**config.mk**
```make
export PLATFORM = sky130hd
export DESIGN_NAME = lsu_arbiter
export DESIGN_NICKNAME = d
export VERILOG_FILES = /design/src/rtl/lsu_arb_pkg.sv /design/src/rtl/lsu_arbiter_rr_arbiter.sv /design/src/rtl/lsu_arbiter.sv
export SDC_FILE = /design/constraint.sdc
export NUM_CORES = 1
export LEC_CHECK = 0
export CAP_MARGIN = 20
export CORE_ASPECT_RATIO = 2
export CORE_UTILIZATION = 42
export DETAILED_ROUTE_END_ITERATION = 7
export PLACE_DENSITY_LB_ADDON = 0.25
export SLEW_MARGIN = 40
export SYNTH_ARGS = -nofsm -noshare
export SYNTH_HDL_FRONTEND = slang
export SYNTH_SLANG_ARGS = --single-unit
```
**constraint.sdc**
```tcl
create_clock -name clk_i -period 2.8 [get_ports clk_i]
set_clock_uncertainty 0.15 [all_clocks]
set_input_delay 0.28 -clock clk_i [delete_from_list [all_inputs] [get_ports clk_i]]
set_output_delay 0.28 -clock clk_i [all_outputs]
set_load 0.01 [all_outputs]
```
**src/rtl/lsu_arb_pkg.sv**
```systemverilog
// Shared types, region constants and access helpers for the LSU arbiter.
package lsu_arb_pkg;

  typedef enum logic [1:0] {
    SZ_B   = 2'b00,
    SZ_H   = 2'b01,
    SZ_W   = 2'b10,
    SZ_ILL = 2'b11
  } size_e;

  typedef enum logic [1:0] {
    IDLE = 2'b00,
    EXEC = 2'b01,
    WAIT = 2'b10
  } state_e;

  localparam logic [11:0] IO_BASE  = 12'h400;
  localparam logic [11:0] SW_BASE  = 12'h500;
  localparam logic [11:0] RSV_BASE = 12'h600;

  function automatic logic size_err(logic [1:0] size, logic [11:0] addr);
    return (size == SZ_ILL) ||
           ((size == SZ_H) && addr[0]) ||
           ((size == SZ_W) && (addr[1:0] != 2'b00));
  endfunction

  // LSU data arrives zero-masked, so only the signed cases need work.
  function automatic logic [31:0] ld_extend(logic [31:0] d, logic is_b, logic is_h, logic uns);
    logic [31:0] r;
    r = d;
    if (!uns && is_b)      r = {{24{d[7]}}, d[7:0]};
    else if (!uns && is_h) r = {{16{d[15]}}, d[15:0]};
    return r;
  endfunction

endpackage

```
**src/rtl/lsu_arbiter_rr_arbiter.sv**
```systemverilog
// N-way one-hot grant; rotating priority pointer when RR_EN, else lowest index wins.
module rr_arbiter #(
  parameter int N     = 2,
  parameter bit RR_EN = 1'b1
) (
  input  logic                 clk_i,
  input  logic                 rst_ni,
  input  logic [N-1:0]         req_i,
  output logic [N-1:0]         gnt_o,
  output logic [$clog2(N)-1:0] gnt_idx_o
);

  localparam int IW = $clog2(N);

  logic [IW-1:0] ptr_q;
  logic [IW-1:0] j;
  logic          found;

  always_comb begin
    gnt_o     = '0;
    gnt_idx_o = '0;
    found     = 1'b0;
    j         = '0;
    for (int i = 0; i < N; i++) begin
      j = RR_EN ? IW'((int'(ptr_q) + i) % N) : IW'(i);
      if (!found && req_i[j]) begin
        found     = 1'b1;
        gnt_o[j]  = 1'b1;
        gnt_idx_o = j;
      end
    end
  end

  always_ff @(posedge clk_i or negedge rst_ni) begin
    if (!rst_ni) begin
      ptr_q <= '0;
    end else if (found) begin
      ptr_q <= (int'(gnt_idx_o) == N - 1) ? '0 : gnt_idx_o + 1'b1;
    end
  end

endmodule

```
**src/rtl/lsu_arbiter.sv**
```systemverilog
// Shares one LSU between N_REQ requesters: registers one request, sequences the
// LSU controls over 1-2 cycles and returns one registered response pulse.
//   state | meaning
//   IDLE  | ready to accept; response pulse of previous access may be out
//   EXEC  | address issued; store enable for legal stores
//   WAIT  | load data returning from LSU, captured at end of cycle
module lsu_arbiter
  import lsu_arb_pkg::*;
#(
  parameter int N_REQ = 2,
  parameter bit RR_EN = 1'b1
) (
  input  logic                  clk_i,
  input  logic                  rst_ni,
  input  logic [N_REQ-1:0]      req_valid_i,
  output logic [N_REQ-1:0]      req_ready_o,
  input  logic [N_REQ-1:0]      req_we_i,
  input  logic [2*N_REQ-1:0]    req_size_i,
  input  logic [N_REQ-1:0]      req_uns_i,
  input  logic [12*N_REQ-1:0]   req_addr_i,
  input  logic [32*N_REQ-1:0]   req_wdata_i,
  output logic [N_REQ-1:0]      rsp_valid_o,
  output logic [31:0]           rsp_rdata_o,
  output logic                  rsp_err_o,
  output logic                  lsu_st_en_o,
  output logic                  lsu_ld_byte_o,
  output logic                  lsu_ld_halfword_o,
  output logic [11:0]           lsu_addr_o,
  output logic [31:0]           lsu_st_data_o,
  input  logic [31:0]           lsu_ld_data_i
);

  localparam int IW = $clog2(N_REQ);

  state_e state_q, state_d;
  logic [N_REQ-1:0] arb_req, gnt;
  logic [IW-1:0]    gnt_idx;
  logic             hs, rsp_load;

  logic        sel_we, sel_uns;
  logic [1:0]  sel_size;
  logic [11:0] sel_addr;
  logic [31:0] sel_wdata;

  logic          we_q, byte_q, half_q, uns_q, err_q;
  logic [11:0]   addr_q;
  logic [31:0]   wdata_q;
  logic [IW-1:0] idx_q;

  logic [N_REQ-1:0] rsp_valid_q;
  logic [31:0]      rsp_rdata_q;
  logic             rsp_err_q;

  assign arb_req = (state_q == IDLE) ? req_valid_i : '0;

  rr_arbiter #(.N(N_REQ), .RR_EN(RR_EN)) u_arb (
    .clk_i     (clk_i),
    .rst_ni    (rst_ni),
    .req_i     (arb_req),
    .gnt_o     (gnt),
    .gnt_idx_o (gnt_idx)
  );

  assign req_ready_o = gnt;
  assign hs          = |gnt;

  always_comb begin
    sel_we    = 1'b0;
    sel_uns   = 1'b0;
    sel_size  = '0;
    sel_addr  = '0;
    sel_wdata = '0;
    for (int i = 0; i < N_REQ; i++) begin
      if (gnt[i]) begin
        sel_we    = req_we_i[i];
        sel_uns   = req_uns_i[i];
        sel_size  = req_size_i[2*i +: 2];
        sel_addr  = req_addr_i[12*i +: 12];
        sel_wdata = req_wdata_i[32*i +: 32];
      end
    end
  end

  // Size is held pre-decoded so the LSU qualifiers read 0 out of reset.
  always_ff @(posedge clk_i or negedge rst_ni) begin
    if (!rst_ni) begin
      we_q    <= 1'b0;
      byte_q  <= 1'b0;
      half_q  <= 1'b0;
      uns_q   <= 1'b0;
      err_q   <= 1'b0;
      addr_q  <= '0;
      wdata_q <= '0;
      idx_q   <= '0;
    end else if (hs) begin
      we_q    <= sel_we;
      byte_q  <= (sel_size == SZ_B);
      half_q  <= (sel_size == SZ_H);
      uns_q   <= sel_uns;
      err_q   <= size_err(sel_size, sel_addr);
      addr_q  <= sel_addr;
      wdata_q <= sel_wdata;
      idx_q   <= gnt_idx;
    end
  end

  always_ff @(posedge clk_i or negedge rst_ni) begin
    if (!rst_ni) state_q <= IDLE;
    else         state_q <= state_d;
  end

  always_comb begin
    state_d  = state_q;
    rsp_load = 1'b0;
    case (state_q)
      IDLE: if (hs) state_d = EXEC;
      EXEC: begin
        if (we_q || err_q) begin
          state_d  = IDLE;
          rsp_load = 1'b1;
        end else begin
          state_d = WAIT;
        end
      end
      WAIT: begin
        state_d  = IDLE;
        rsp_load = 1'b1;
      end
      default: state_d = IDLE;
    endcase
  end

  always_ff @(posedge clk_i or negedge rst_ni) begin
    if (!rst_ni) begin
      rsp_valid_q <= '0;
      rsp_rdata_q <= '0;
      rsp_err_q   <= 1'b0;
    end else begin
      rsp_valid_q <= '0;
      if (rsp_load) begin
        rsp_valid_q <= N_REQ'(1) << idx_q;
        rsp_rdata_q <= (state_q == WAIT) ? ld_extend(lsu_ld_data_i, byte_q, half_q, uns_q) : '0;
        rsp_err_q   <= err_q;
      end
    end
  end

  // Decoded from the state register so reset drops it asynchronously.
  assign lsu_st_en_o       = (state_q == EXEC) && we_q && !err_q;
  assign lsu_ld_byte_o     = byte_q;
  assign lsu_ld_halfword_o = half_q;
  assign lsu_addr_o        = addr_q;
  assign lsu_st_data_o     = wdata_q;

  assign rsp_valid_o = rsp_valid_q;
  assign rsp_rdata_o = rsp_rdata_q;
  assign rsp_err_o   = rsp_err_q;

endmodule

```
==> results.tsv <==
metric	value	unit
status	complete, no violations	
min_path_cells	2	
power.density	1060	nW/µm²
seqCellArea	2200	µm²
multi_input_area	1320	µm²
grt_pass1_vias	3807	
drtPass1Iterations	7	
cpPeakStageDelay	0.59	ns
vias	3725	
fin_cells	675	
ys_top_cells_by_area	dfrtp_1 (57%), a222oi_1 (11%), nand2_1 (5.2%)	
port_buffers	215	
via_per_inst	5.52	
area_growth_syn_to_layout	66.9	%
timing.final.crit_share	0.870	
syn_avg_cell_area	10.6	µm²
core	8890	µm²
peakVddDrop	0.570	mV
fin_ws	0.363	ns
syn_area	3830	µm²
worstHoldPathType	reg -> reg	
layout-drive-gt1-share	0.0558	
synth_edf_count	0	
htreeDepth	3	
die_y	137	µm
finalSetupTns	0	ns
fp.dieW	69.5	µm
yosys-top-cells-count	dfrtp_1 (88), nand2_1 (53), inv_1 (49)	
grt_overflow	0	
synth_cell_type_count	30	
syn-num-nets	497	
worstMarginPinSlew	0.675	ns
ys_ff_latch	88	
path_cells	inv_1 -> ha_1 -> nand2_1 -> a21oi_4 -> clkdlybuf4s50_1	
dr.first_iter.drc_count	329	
placed_cells	659	
grt_pass1_wl	18700	µm
drc_errors	0	
synth_top_cell_by_area	dfrtp_1	
totalWireLength	12000	µm
slew_violations	0	
num_antenna_cells	0	
final-setup-viol-count	0	
clk_path_buf_depth	2	
clk_pin_slew	0.06	ns
clk_latency	0.34	ns
grt_util_all_layers	0.253	
synthMostInstantiatedCell	dfrtp_1	
num_rows	49	
critPathMaxFanout	5	
start_util	0.431	
ant_nets	0	
crit_arrival	2.01	ns
final_util	0.719	
clock.fmax	0.410	GHz
cts_tree	built	
p_leak	2.98	nW
cp-end-kind	primary output	
critPathKind	reg -> out	
cts_buffers	9	
synth_warnings	0	
synth_top_area_frac	0.575	
synthFlopType	dfrtp_1	
finalCriticalPeriod	2.44	ns
dp_hpwl	8850	µm
wl_per_cell	17.7	µm
async_reset_ff_frac	1.00	
slowest_stage	clkdlybuf4s50_1	
io-pin-count	216	
die_area	9530	µm²
worstSetupStartpointType	flip-flop	
grt_max_degree	49	
drv_cap	0	
n_fill_cell	654	
rsz0062_at_grt	false	
place_ws	0.472	ns
slew_headroom	0.550	
nNetsFinal	705	
worstRegToRegCells	5	
cts.sinks	88	
ys_seq_area_frac	0.575	
synth_cells	361	
antenna_found_initial	0	
gp_congestion	0.790	
hold_viol	0	
required	2.37	ns
ctsRootBufferMaster	clkbuf_16	
cell families after synthesis:
kind of cell | synth area share
AO/OA/AOI/OAI | 0.206
AND/OR/NAND/NOR | 0.111
adder cells (fa/ha/maj) | 0.0131
buffers and inverters | 0.0892
flip-flops | 0.575
multiplexers | 0.00555
cell type report:
cell class	count	share of cell area
Tap cell	102	0.0200
Inverter	49	0.0288
Timing Repair Buffer	226	0.353
Sequential cell	88	0.344
Multi-Input combinational cell	195	0.207
Clock inverter	4	0.0110
Clock buffer	11	0.0364
report_power, final:
group | total (mW) | switching, mW | leakage, nW | internal, mW
logic | 3.30 | 1.58 | 1.71 | 1.73
clock network | 1.25 | 0.476 | 0.149 | 0.774
registers | 2.23 | 0.373 | 1.13 | 1.85
flip-flops by register name, indices dropped and copies added, names as in the netlist:
signal / count
rsp_valid_o: 2
rsp_err_o: 1
err_q: 1
lsu_ld_halfword_o: 1
u_arb.ptr_q: 1
lsu_addr_o: 12
we_q: 1
lsu_ld_byte_o: 1
state_q: 2
uns_q: 1
rsp_rdata_o: 32
lsu_st_data_o: 32
idx_q: 1
metal layers:
layer  vias to the layer above  global-route usage  wire, µm
li1                       1708                   -         -
met1                      1787               0.265      4110
met2                       200               0.462      6510
met3                        30              0.0574       883
met4                         0               0.137       448
met5                         -                   0         0
timing repair:
action / CTS / global route
resized for setup: 0 / 0
hold buffers: 1 / 0
buffers inserted: 0 / 0
hold endpoints to repair: 46 / 0
through the flow:
step / cell area [µm²] / power [mW] / hold WS (ns)
6_report: 6400 / 6.78 / 0.320
5_1_grt: 6400 / 7.18 / 0.351
4_1_cts: 6400 / 6.81 / 0.325
3_5_place_dp: 6080 / 5.53 / 0.179
3_3_place_gp: 6050 / 5.38 / 0.168
2_1_floorplan: 3830 / 3.78 / -0.166
path summary, 6_finish.rpt:
check,from,to,slack [ns]
setup / recovery,state_q[1],req_ready_o[0],0.36
hold / removal,rsp_rdata_o[15],rsp_rdata_o[15],0.32
setup reg to reg,state_q[1],rsp_err_o,0.60
hold reg to reg,rsp_rdata_o[15],rsp_rdata_o[15],0.32
max in group asynchronous,rst_ni,lsu_st_data_o[26],1.44
min in group asynchronous,rst_ni,rsp_rdata_o[6],0.33
layout by cell type, fill, tap and decap left out, types with 2 or more instances in the layout:
| master | netlist | final |
|---|---|---|
| dfrtp_1 | 88 | 88 |
| clkdlybuf4s50_1 | 0 | 214 |
| nand3_1 | 16 | 16 |
| nor2_1 | 20 | 20 |
| or2_2 | 2 | 2 |
| ha_1 | 4 | 4 |
| o31ai_1 | 16 | 16 |
| a32o_1 | 6 | 6 |
| a22o_1 | 2 | 2 |
| a222oi_1 | 44 | 44 |
| clkbuf_1 | 14 | 2 |
| o21ai_4 | 0 | 2 |
| a21boi_1 | 2 | 2 |
| a21o_1 | 9 | 9 |
| a21oi_1 | 2 | 2 |
| nand2_1 | 53 | 53 |
| buf_4 | 0 | 8 |
| clkbuf_16 | 0 | 9 |
| and3b_1 | 2 | 2 |
| bufinv_16 | 0 | 2 |
| o21ai_1 | 6 | 3 |
| a31oi_1 | 2 | 2 |
| clkinv_2 | 0 | 2 |
| inv_1 | 49 | 49 |
critical path, delay by kind of cell, from the launching register on:
kind | cells | cell delay (ns)
flip-flops | 1 | 0.38
AO/OA/AOI/OAI | 1 | 0.15
buffers and inverters | 2 | 0.72
adder cells (fa/ha/maj) | 1 | 0.27
AND/OR/NAND/NOR | 1 | 0.14
No activity file was read; power rests on OpenSTA's default activity.
